$ cat src/rtl/seq_mult_32_if.sv
// seq_mult_32_if: start/busy/done handshake and operand/result bus of the
// sequential multiplier.
//   start   - request; the multiplier samples it in IDLE or DONE
//   a, b    - unsigned operands, sampled together with start
//   busy    - high while the multiplier is iterating
//   done    - one-cycle pulse when product becomes valid
//   product - 2*WIDTH-bit result, held until the next result is produced
// Modports: master = operand-issue side, slave = multiplier.
interface seq_mult_32_if #(
  parameter int WIDTH = 32
);
  logic                 start;
  logic [WIDTH-1:0]     a;
  logic [WIDTH-1:0]     b;
  logic                 busy;
  logic                 done;
  logic [2*WIDTH-1:0]   product;

  modport master (output start, a, b, input busy, done, product);
  modport slave  (input start, a, b, output busy, done, product);
endinterface

$ cat src/rtl/seq_mult_32.sv
// seq_mult_32: multi-cycle unsigned shift-and-add multiplier.
// One multiplier bit is retired per clock. Each iteration does one
// 2*WIDTH-bit add of the accumulator and the shifted multiplicand.
// Ports:
//   clk   - rising-edge clock
//   rst_n - asynchronous active-low reset
//   bus   - seq_mult_32_if.slave (start, a, b, busy, done, product)
// Optional feature (define SEQ_MULT_EARLY_EXIT_EN): finish as soon as the
// remaining multiplier bits are all zero. Products are the same either
// way; only the latency changes.
module seq_mult_32 #(
  parameter int WIDTH = 32
) (
  input  logic          clk,
  input  logic          rst_n,
  seq_mult_32_if.slave  bus
);

  localparam int CW = $clog2(WIDTH);

  localparam logic [1:0] IDLE = 2'd0;
  localparam logic [1:0] RUN  = 2'd1;
  localparam logic [1:0] DONE = 2'd2;

  logic [1:0]           state;
  logic [2*WIDTH-1:0]   mcand;
  logic [WIDTH-1:0]     mult;
  logic [2*WIDTH-1:0]   acc;
  logic [CW-1:0]        cnt;
  logic [2*WIDTH-1:0]   product_q;

  logic [2*WIDTH-1:0]   acc_sum;
  logic [WIDTH-1:0]     mult_shr;
  logic                 last;

  // NOTE: every signal gets a value before any condition, so no latch is
  // inferred from this combinational block.
  always_comb begin
    acc_sum  = acc;
    mult_shr = mult >> 1;
    last     = (cnt == CW'(WIDTH - 1));
    // Carry out of the top bit is dropped. It cannot occur, because
    // a*b < 2^(2*WIDTH).
    if (mult[0]) acc_sum = acc + mcand;
`ifdef SEQ_MULT_EARLY_EXIT_EN
    // After this shift no 1 bits remain, so acc_sum is already the final product.
    if (mult_shr == '0) last = 1'b1;
`endif
  end

  // NOTE: sequential state uses non-blocking assignments only. All registers
  // read the values from before the edge.
  always_ff @(posedge clk or negedge rst_n) begin
    if (!rst_n) begin
      state     <= IDLE;
      mcand     <= '0;
      mult      <= '0;
      acc       <= '0;
      cnt       <= '0;
      product_q <= '0;
    end else begin
      case (state)
        IDLE, DONE: begin
          if (bus.start) begin
            mcand <= {{WIDTH{1'b0}}, bus.a};
            mult  <= bus.b;
            acc   <= '0;
            cnt   <= '0;
            state <= RUN;
          end else begin
            state <= IDLE;
          end
        end
        RUN: begin
          // start is ignored here; the operands stay as they were loaded.
          acc   <= acc_sum;
          mcand <= mcand << 1;
          mult  <= mult_shr;
          cnt   <= cnt + 1'b1;
          if (last) begin
            state     <= DONE;
            product_q <= acc_sum;
          end
        end
        default: state <= IDLE;
      endcase
    end
  end

  assign bus.busy    = (state == RUN);
  assign bus.done    = (state == DONE);
  assign bus.product = product_q;

endmodule
$ cat src/flat_wrapper.sv
// flat-port wrapper written by rule: the top's interface ports become plain ports
module seq_mult_32_flat 
#(
  parameter int WIDTH = 32
)
  (clk, rst_n, bus_start, bus_a, bus_b, bus_busy, bus_done, bus_product);
  seq_mult_32_if #(.WIDTH(WIDTH)) bus_i ();
  input  logic clk;
  input  logic rst_n;
  input wire logic [$bits(bus_i.start)-1:0] bus_start;
  input wire logic [$bits(bus_i.a)-1:0] bus_a;
  input wire logic [$bits(bus_i.b)-1:0] bus_b;
  output wire logic [$bits(bus_i.busy)-1:0] bus_busy;
  output wire logic [$bits(bus_i.done)-1:0] bus_done;
  output wire logic [$bits(bus_i.product)-1:0] bus_product;
  assign bus_i.start = bus_start;
  assign bus_i.a = bus_a;
  assign bus_i.b = bus_b;
  assign bus_busy = bus_i.busy;
  assign bus_done = bus_i.done;
  assign bus_product = bus_i.product;
  seq_mult_32 #(.WIDTH(WIDTH)) u_core (.clk(clk), .rst_n(rst_n), .bus(bus_i));
endmodule
$ cat config.mk
export PLATFORM = sky130hd
export DESIGN_NAME = seq_mult_32_flat
export DESIGN_NICKNAME = d
export VERILOG_FILES = /design/src/rtl/seq_mult_32_if.sv /design/src/rtl/seq_mult_32.sv /design/src/flat_wrapper.sv
export SDC_FILE = /design/constraint.sdc
export NUM_CORES = 1
export LEC_CHECK = 0
export BUFFER_PORTS_ARGS = -buffer_cell sky130_fd_sc_hd__buf_4
export CORE_AREA = 2 2 166 168
export CTS_BUF_LIST = sky130_fd_sc_hd__clkbuf_4
export CTS_CLUSTER_DIAMETER = 40
export DETAILED_ROUTE_END_ITERATION = 7
export DIE_AREA = 0 0 168 170
export HOLD_SLACK_MARGIN = 0.05
export PLACE_DENSITY = 0.76
export SETUP_SLACK_MARGIN = 0.3
export SLEW_MARGIN = 20
export SYNTH_ARGS = -nofsm -noshare
export SYNTH_HDL_FRONTEND = slang
export SYNTH_SLANG_ARGS = --single-unit
$ cat constraint.sdc
create_clock -name clk -period 6.03 [get_ports clk]
set_input_delay 0.9045 -clock clk [delete_from_list [all_inputs] [get_ports clk]]
set_output_delay 0.9045 -clock clk [all_outputs]
set_load 0.005 [all_outputs]
==> results of run 1 <==
-- flip-flops by register name, summed over array words and instances (netlist names) --
| register | count |
|---|---|
| u_core.bus.product | 64 |
| u_core.acc | 64 |
| u_core.mult | 32 |
| u_core.state | 2 |
| u_core.mcand | 64 |
| u_core.cnt | 5 |
-- synth_stat cells, types with 25 or more instances --
| library cell | instances | share of area |
|---|---|---|
| a21o_1 | 30 | 0.017 |
| a21oi_1 | 99 | 0.037 |
| a22o_1 | 36 | 0.024 |
| a22oi_1 | 63 | 0.036 |
| and3_1 | 25 | 0.012 |
| clkbuf_1 | 79 | 0.022 |
| dfrtp_1 | 231 | 0.44 |
| ha_1 | 65 | 0.061 |
| mux2i_1 | 27 | 0.020 |
| nand2_1 | 268 | 0.076 |
| nand3_1 | 44 | 0.017 |
| nor2_1 | 65 | 0.018 |
| o21ai_0 | 117 | 0.044 |
| xnor2_1 | 32 | 0.021 |
| xor2_1 | 29 | 0.019 |
-- cells in the final DEF (no fill, tap or decap), drive strengths merged, types with 29 or more instances in the layout --
master and count:
o21ai 135, nand3 44, nand2 268, a21o 30, xnor2 32, xor2 29, a22o 36, buf 144
a21oi 104, clkbuf 90, ha 65, dfrtp 231, nor2 65, a22oi 63
-- stage by stage --
step           power [mW]  hold WS, ps
6_report             9.30          303
3_5_place_dp         7.79          463
2_1_floorplan        6.34          446
5_1_grt              10.1          369
3_3_place_gp         7.66          458
4_1_cts              9.31          325
-- power groups by stage --
stage	clock [mW]	combinational [mW]	sequential, mW
global placement	0	4.90	2.76
floorplan	0	3.73	2.61
detailed placement	0	5.00	2.79
finish	1.46	5.07	2.78
global route	1.59	5.65	2.86
CTS	1.50	5.04	2.77
-- critical path, stage by stage, from the launching register on --
cell	delay (ps)
dfrtp_1	410
ha_1	330
a211oi_2	300
o211ai_1	180
a221oi_1	510
o21ai_1	270
a21oi_1	410
o211ai_2	210
a21oi_2	290
xor2_1	210
nor2_1	70
o22a_1	190
-- cells by family after synthesis --
logic type / count (synthesis)
AOI/OAI and AO/OA: 482
xor gates and xnor gates: 61
adders and majority gates: 66
buffers and inverters: 114
DFF: 231
muxes: 27
and+or+nand+nor: 484
-- routing by layer --
metal,routed length [um],GRT usage,share of wire
met3,2330,0.0579,0.066
met5,0,0,0
met4,1110,0.105,0.032
met2,16400,0.403,0.46
met1,15400,0.327,0.44
-- cell type report --
type / count / share of cell area
multi-input cells: 1120 / 0.462
clock inverters: 25 / 0.0101
clock buffers: 90 / 0.0442
inverters: 22 / 0.00548
well taps: 341 / 0.0279
repair buffers: 144 / 0.0720
diodes: 1 / 0.000164
flip-flops and latches: 231 / 0.378
-- how the worst max path moves through the flow --
stage                                    endpoint  slack, ps                         from  depth (start not counted)
3_3_place_gp           u_core.acc[50]$_DFFE_PN0P_       2700    u_core.acc[0]$_DFFE_PN0P_                         13
6_report       u_core.bus.product[49]$_DFFE_PN0P_       2550    u_core.acc[1]$_DFFE_PN0P_                         11
3_5_place_dp           u_core.acc[50]$_DFFE_PN0P_       2590  u_core.mcand[0]$_DFFE_PN0P_                         13
5_1_grt                u_core.acc[50]$_DFFE_PN0P_       2220    u_core.acc[0]$_DFFE_PN0P_                         13
4_1_cts        u_core.bus.product[49]$_DFFE_PN0P_       2590    u_core.acc[1]$_DFFE_PN0P_                         11
2_1_floorplan  u_core.bus.product[58]$_DFFE_PN0P_       3280    u_core.acc[0]$_DFFE_PN0P_                         13
==> results by group, run 1 <==
Die
  – Initial Util: 0.497
  – Rows: 60
  – Top-Level Pins: between 100 and 150
  – Chip Width: 168 um
  – Die H: between 150 and 200 um
  – Die Area: between 20000 and 30000 um^2
  – Core area: 26700 um^2

Clock network
  – CTS Root Cell: clkbuf_4
  – Setup Fix Bufs, Post-CTS: 0
  – H-Tree Depth: 3
  – # resized after CTS: 0
  – TritonCTS Buffers: 66
  – CTS tree: yes
  – CTS Hold Buffers Added: 0
  – Sink Count: between 200 and 250
  – Clock Path Buffers: 3
  – CTS clk-pin slew, worst paths: approximately 70 ps
  – Worst skew pair latency: 660 ps

Cells and area
  – Fin nets: about 1700
  – Area grow syn2layout: 15.3%
  – Multi-input gate area: ~7100 um^2
  – Layout cells sized above 1: 0.183
  – FF+latch area: around 5800 um^2
  – Layout filler cell count: between 2000 and 2500
  – Non-Filler Instances: about 2000
  – Core Util, Final: 0.574
  – Final Cell Area: ~15000 um^2

Routing
  – Antenna viol nets, final: 0
  – Routed vias: 11600
  – Via density: 5.88
  – Final WL: 35300 um
  – First DRT Iteration DRCs: 879
  – DRT Pass-1 Iters: 5
  – Post-route DRC: 0
  – WL per Instance: 17.9 um

Outcome
  – Status: completed

Job
  – Max-cap check violation count: 0

Critical path
  – Worst-case reg-to-reg path depth: 11
  – CP startpoint kind: register
  – Worst-path maximum fanout: 4
  – R2r startpoint: u_core.acc[1]$_DFFE_PN0P_
  – Worst EP required: roughly 6600 ps
  – WS Path Type: register to register
  – R2R setup slack: approximately 2600 ps
  – Crit path DAT: 4030 ps
  – CP Capture Type: register
  – Reg-to-reg endpoint: u_core.bus.product[49]$_DFFE_PN0P_

Global routing
  – Vias in the first global route: roughly 12000
  – Remaining Overflow, GRT: 0
  – Overall Global Routing Usage: 0.251
  – First-pass GRT wire length: 58400 um
  – Largest net degree at the start of global routing: between 100 and 150
  – Initial antenna violation count: 1

STA
  – Final hold violations: 0
  – Tcrit/Tclk final: 0.577
  – Setup TNS: 0 ps
  – Final slew viol count: 0
  – Unrepaired setup endpoints after global routing: no
  – Final worst setup slack: around 2600 ps
  – Max_slew headroom: 0.331
  – # setup viols final: 0
  – Period minus WS final: 3480 ps
  – Setup Skew: 40.6 ps
  – Worst slew pin tran: around 1000 ps
  – Max Clk Rate: around 290 MHz

Logic synthesis
  – Primary FF master, synth: dfrtp_1
  – Yosys cell types: 71
  – Adder-Cell Fraction of Synth Area: 0.0629
  – Cells after synthesis: approximately 1500
  – YS warnings: 0
  – Number of synthesized flops with an enable pin: 0
  – Largest family of logic cells by synthesized area: compound AO/OA/AOI/OAI gates
  – Post-synth design cell area: between 10000 and 15000 um^2
  – Syn Nets: 1598
  – FFs w/ async S/R, synth: 1.00
  – Mux share of post-synthesis cell area: 0.0204
  – Yosys reg bits: about 230
  – Register area share after synthesis: 0.436
  – Synth Area in Compound Gates: 0.245
  – Post-Syn Area per Cell: 9.05 um^2
  – Xor-xnor portion of the synthesized cell area: 0.0403
  – Post-Synth Simple-Gate Area: 0.163

Hold path
  – Worst min path class: primary input to asynchronous set/reset pin

Power
  – Sequential power share: 0.299
  – Clock network power share: 0.156
  – Sw frac: 0.456
  – Worst VDD drop: between 0.2 and 0.25 mV
  – Lkg Pwr: ~7.3 nW
  – Internal: between 5 and 6 mW
  – Power Density: roughly 600 nW/um^2
  – Psw: 4.24 mW
  – Combinational share of power: 0.545

Placed design
  – Worst slack at placement: 2590 ps
  – Post-Place Cells: between 1500 and 2000
  – Buffers added on ports: roughly 130
  – Post-detail-place hpwl: between 20000 and 25000 um
  – GPL Wtd Cong: 0.949
  – Placed Area: roughly 14000 um^2
No activity file was read; power rests on OpenSTA's default activity.
==> inputs of run 2 (changes only) <==
- ABC_AREA: default -> 1
- CORE_AREA: 2 2 166 168 -> 2 2 181 183
- DIE_AREA: 0 0 168 170 -> 0 0 183 185
- PLACE_DENSITY: 0.76 -> 0.77
- clock period: 6.03 -> 3.1 ns (I/O delays scaled with it)
==> run 2 against run 1 <==
Register-to-register slack got worse by 2100 ps. Critical endpoint is now u_core.bus.product[34]$_DFFE_PN0P_. Global-route usage rose by 4.7 points. Utilization rose by 0.61 points. Fmax rose by 30%. Synthesized area rose by 18%. Sequential power rose by 88%.
==> results by group, run 2 <==
Critical path
  – Worst-case reg-to-reg path depth: 13
  – Worst EP required: between 3000 and 4000 ps
  – CP Capture Type: register
  – Worst-path maximum fanout: 4
  – R2R setup slack: between 400 and 500 ps
  – Crit path DAT: about 3200 ps
  – CP startpoint kind: register
  – WS Path Type: register to register

Global routing
  – Vias in the first global route: approximately 15000
  – Initial antenna violation count: 2
  – Overall Global Routing Usage: 0.297
  – First-pass GRT wire length: 79500 um
  – Remaining Overflow, GRT: 0
  – Largest net degree at the start of global routing: slightly below 100

Power
  – Lkg Pwr: between 10 and 15 nW
  – Power Density: 1230 nW/um^2
  – Worst VDD drop: between 0.5 and 0.6 mV

Logic synthesis
  – Yosys cell types: 35
  – Top cell type's share of synthesized area: 0.369
  – Syn Nets: around 2500
  – Cells after synthesis: ~2400
  – Yosys top cell by area: dfrtp_1
  – Synth area leaders: dfrtp_1 37%, nand2_1 21%, inv_1 10%
  – Primary FF master, synth: dfrtp_1
  – Post-synth top cells: 871 x nand2_1, 416 x inv_1, 241 x nand3_1
  – Post-Syn Area per Cell: 6.63 um^2
  – Register area share after synthesis: 0.369
  – Post-synth design cell area: about 16000 um^2
  – Number of synthesized flops with an enable pin: 0
  – YS warnings: 0
  – Most frequent cell after synthesis: nand2_1
  – Yosys reg bits: about 230
  – FFs w/ async S/R, synth: 1.00

Die
  – Core area: between 30000 and 40000 um^2
  – Initial Util: 0.489
  – Die Area: approximately 34000 um^2
  – Top-Level Pins: around 130
  – Die H: approximately 190 um
  – Rows: 66
  – Chip Width: ~180 um

Clock network
  – Worst skew pair latency: between 700 and 800 ps
  – H-Tree Depth: 3
  – CTS Root Cell: clkbuf_4
  – CTS tree: yes
  – CTS clk-pin slew, worst paths: roughly 60 ps
  – Clock Path Buffers: 3
  – TritonCTS Buffers: 68
  – Setup Fix Bufs, Post-CTS: 0
  – Sink Count: around 230

Cells and area
  – Layout filler cell count: between 3000 and 4000
  – Layout cells sized above 1: 0.132
  – Most frequent cells in the layout: 869 x nand2_1, 416 x inv_1, 241 x nand3_1, 230 x dfrtp_1, 141 x buf_4
  – Area grow syn2layout: 18.5%
  – Most common cell after layout, fill and taps aside: nand2_1
  – Fin nets: approximately 2700
  – Non-Filler Instances: between 3000 and 4000

Routing
  – Antenna viol nets, final: 0
  – Routed vias: about 16000
  – Final WL: a little under 50000 um
  – Post-route DRC: 0
  – Via density: about 5.2
  – DRT Pass-1 Iters: 5
  – WL per Instance: 16.3 um
  – First DRT Iteration DRCs: 1429

Outcome
  – Status: completed

Placed design
  – Worst slack at placement: a little over 500 ps
  – Buffers added on ports: 132
  – GPL Wtd Cong: 1.02
  – Post-Place Cells: around 2800
  – Post-detail-place hpwl: 35700 um

Hold path
  – WHS Path Cells: 3
  – Worst min path class: primary input to register

STA
  – Worst slew pin tran: between 1000 and 1500 ps
  – Setup TNS: 0 ps
  – # setup viols final: 0
  – Final hold violations: 0
  – Final slew viol count: 0
  – Max_slew headroom: 0.261
  – Worst hold slack: ~130 ps
  – Setup Skew: a little under 60 ps
  – Tcrit/Tclk final: 0.861
  – Final worst setup slack: between 400 and 500 ps
  – Unrepaired setup endpoints after global routing: no
  – Max Clk Rate: between 300 and 400 MHz
  – Period minus WS final: around 2700 ps

Job
  – Max-cap check violation count: 0
-- run 2: kinds of logic after synthesis --
logic type | synth area share
buffers and inverters | 0.122
adder cells (fa/ha/maj) | 0.0532
flip-flops | 0.369
XOR/XNOR | 0.0162
AND/OR/NAND/NOR | 0.358
AO/OA/AOI/OAI | 0.0819
-- run 2: stage by stage --
| step | power, mW | util | area [um^2] |
|---|---|---|---|
| final | 22.8 | 0.580 | 18600 |
| after global routing | 25.0 | 0.580 | 18600 |
| after CTS | 22.7 | 0.580 | 18600 |
| after floorplan | 15.3 | - | 15700 |
| after global placement | 19.1 | 0.532 | 17000 |
| after detailed placement | 19.5 | 0.532 | 17000 |
-- run 2: final timing paths --
| kind | start | endpoint |
|---|---|---|
| max | u_core.mcand[0]$_DFFE_PN0P_ | u_core.bus.product[34]$_DFFE_PN0P_ |
| min | bus_start | u_core.state[0]$_DFFE_PN0P_ |
| max reg2reg | u_core.mcand[0]$_DFFE_PN0P_ | u_core.bus.product[34]$_DFFE_PN0P_ |
| min reg2reg | u_core.bus.product[55]$_DFFE_PN0P_ | u_core.bus.product[55]$_DFFE_PN0P_ |
| max in group asynchronous | rst_n | u_core.acc[25]$_DFFE_PN0P_ |
| min in group asynchronous | rst_n | u_core.mcand[47]$_DFFE_PN0P_ |
-- run 2: report_power, final --
group          internal (mW)  leakage, nW  switching, mW
combinational           4.88         7.01           9.74
sequential              4.35         2.76          0.894
clock                   1.57        0.507           1.41
total                   10.8         10.3           12.0
-- run 2: area by class of cell --
class,count,area (um^2),share of cell area
multi-input combinational,1630,7990,0.430
inverter,427,1600,0.0863
clock buffer,93,698,0.0376
sequential,231,5780,0.311
antenna,3,7.51,0.000404
clock inverter,26,174,0.00936
tap,408,510,0.0275
timing repair buffer,212,1820,0.0977
-- run 2: routing by layer --
layer	share of wire	vias to the layer above	GRT usage
met5	0	-	0
met4	0.024	0	0.0906
met3	0.067	87	0.0543
met2	0.44	536	0.460
met1	0.47	7393	0.425
li1	-	7837	-
-- run 2: worst max-delay path, stage by stage (launching register included) --
cell and delay (ps):
dfrtp_1 350, ha_1 250, inv_1 80, fa_1 440, inv_1 190, nand3_1 110, nand3_2 150, nand2_1 70
nand2_1 180, nand3_1 180, nand3_1 110, nand3_1 170, nand3_1 190, nand2_1 60
-- run 2: timing repair --
action,in CTS,in global routing
endpoints found under the setup margin,0,1
endpoints found under the hold margin,132,0
gates resized for setup,0,1
hold buffers,65,0
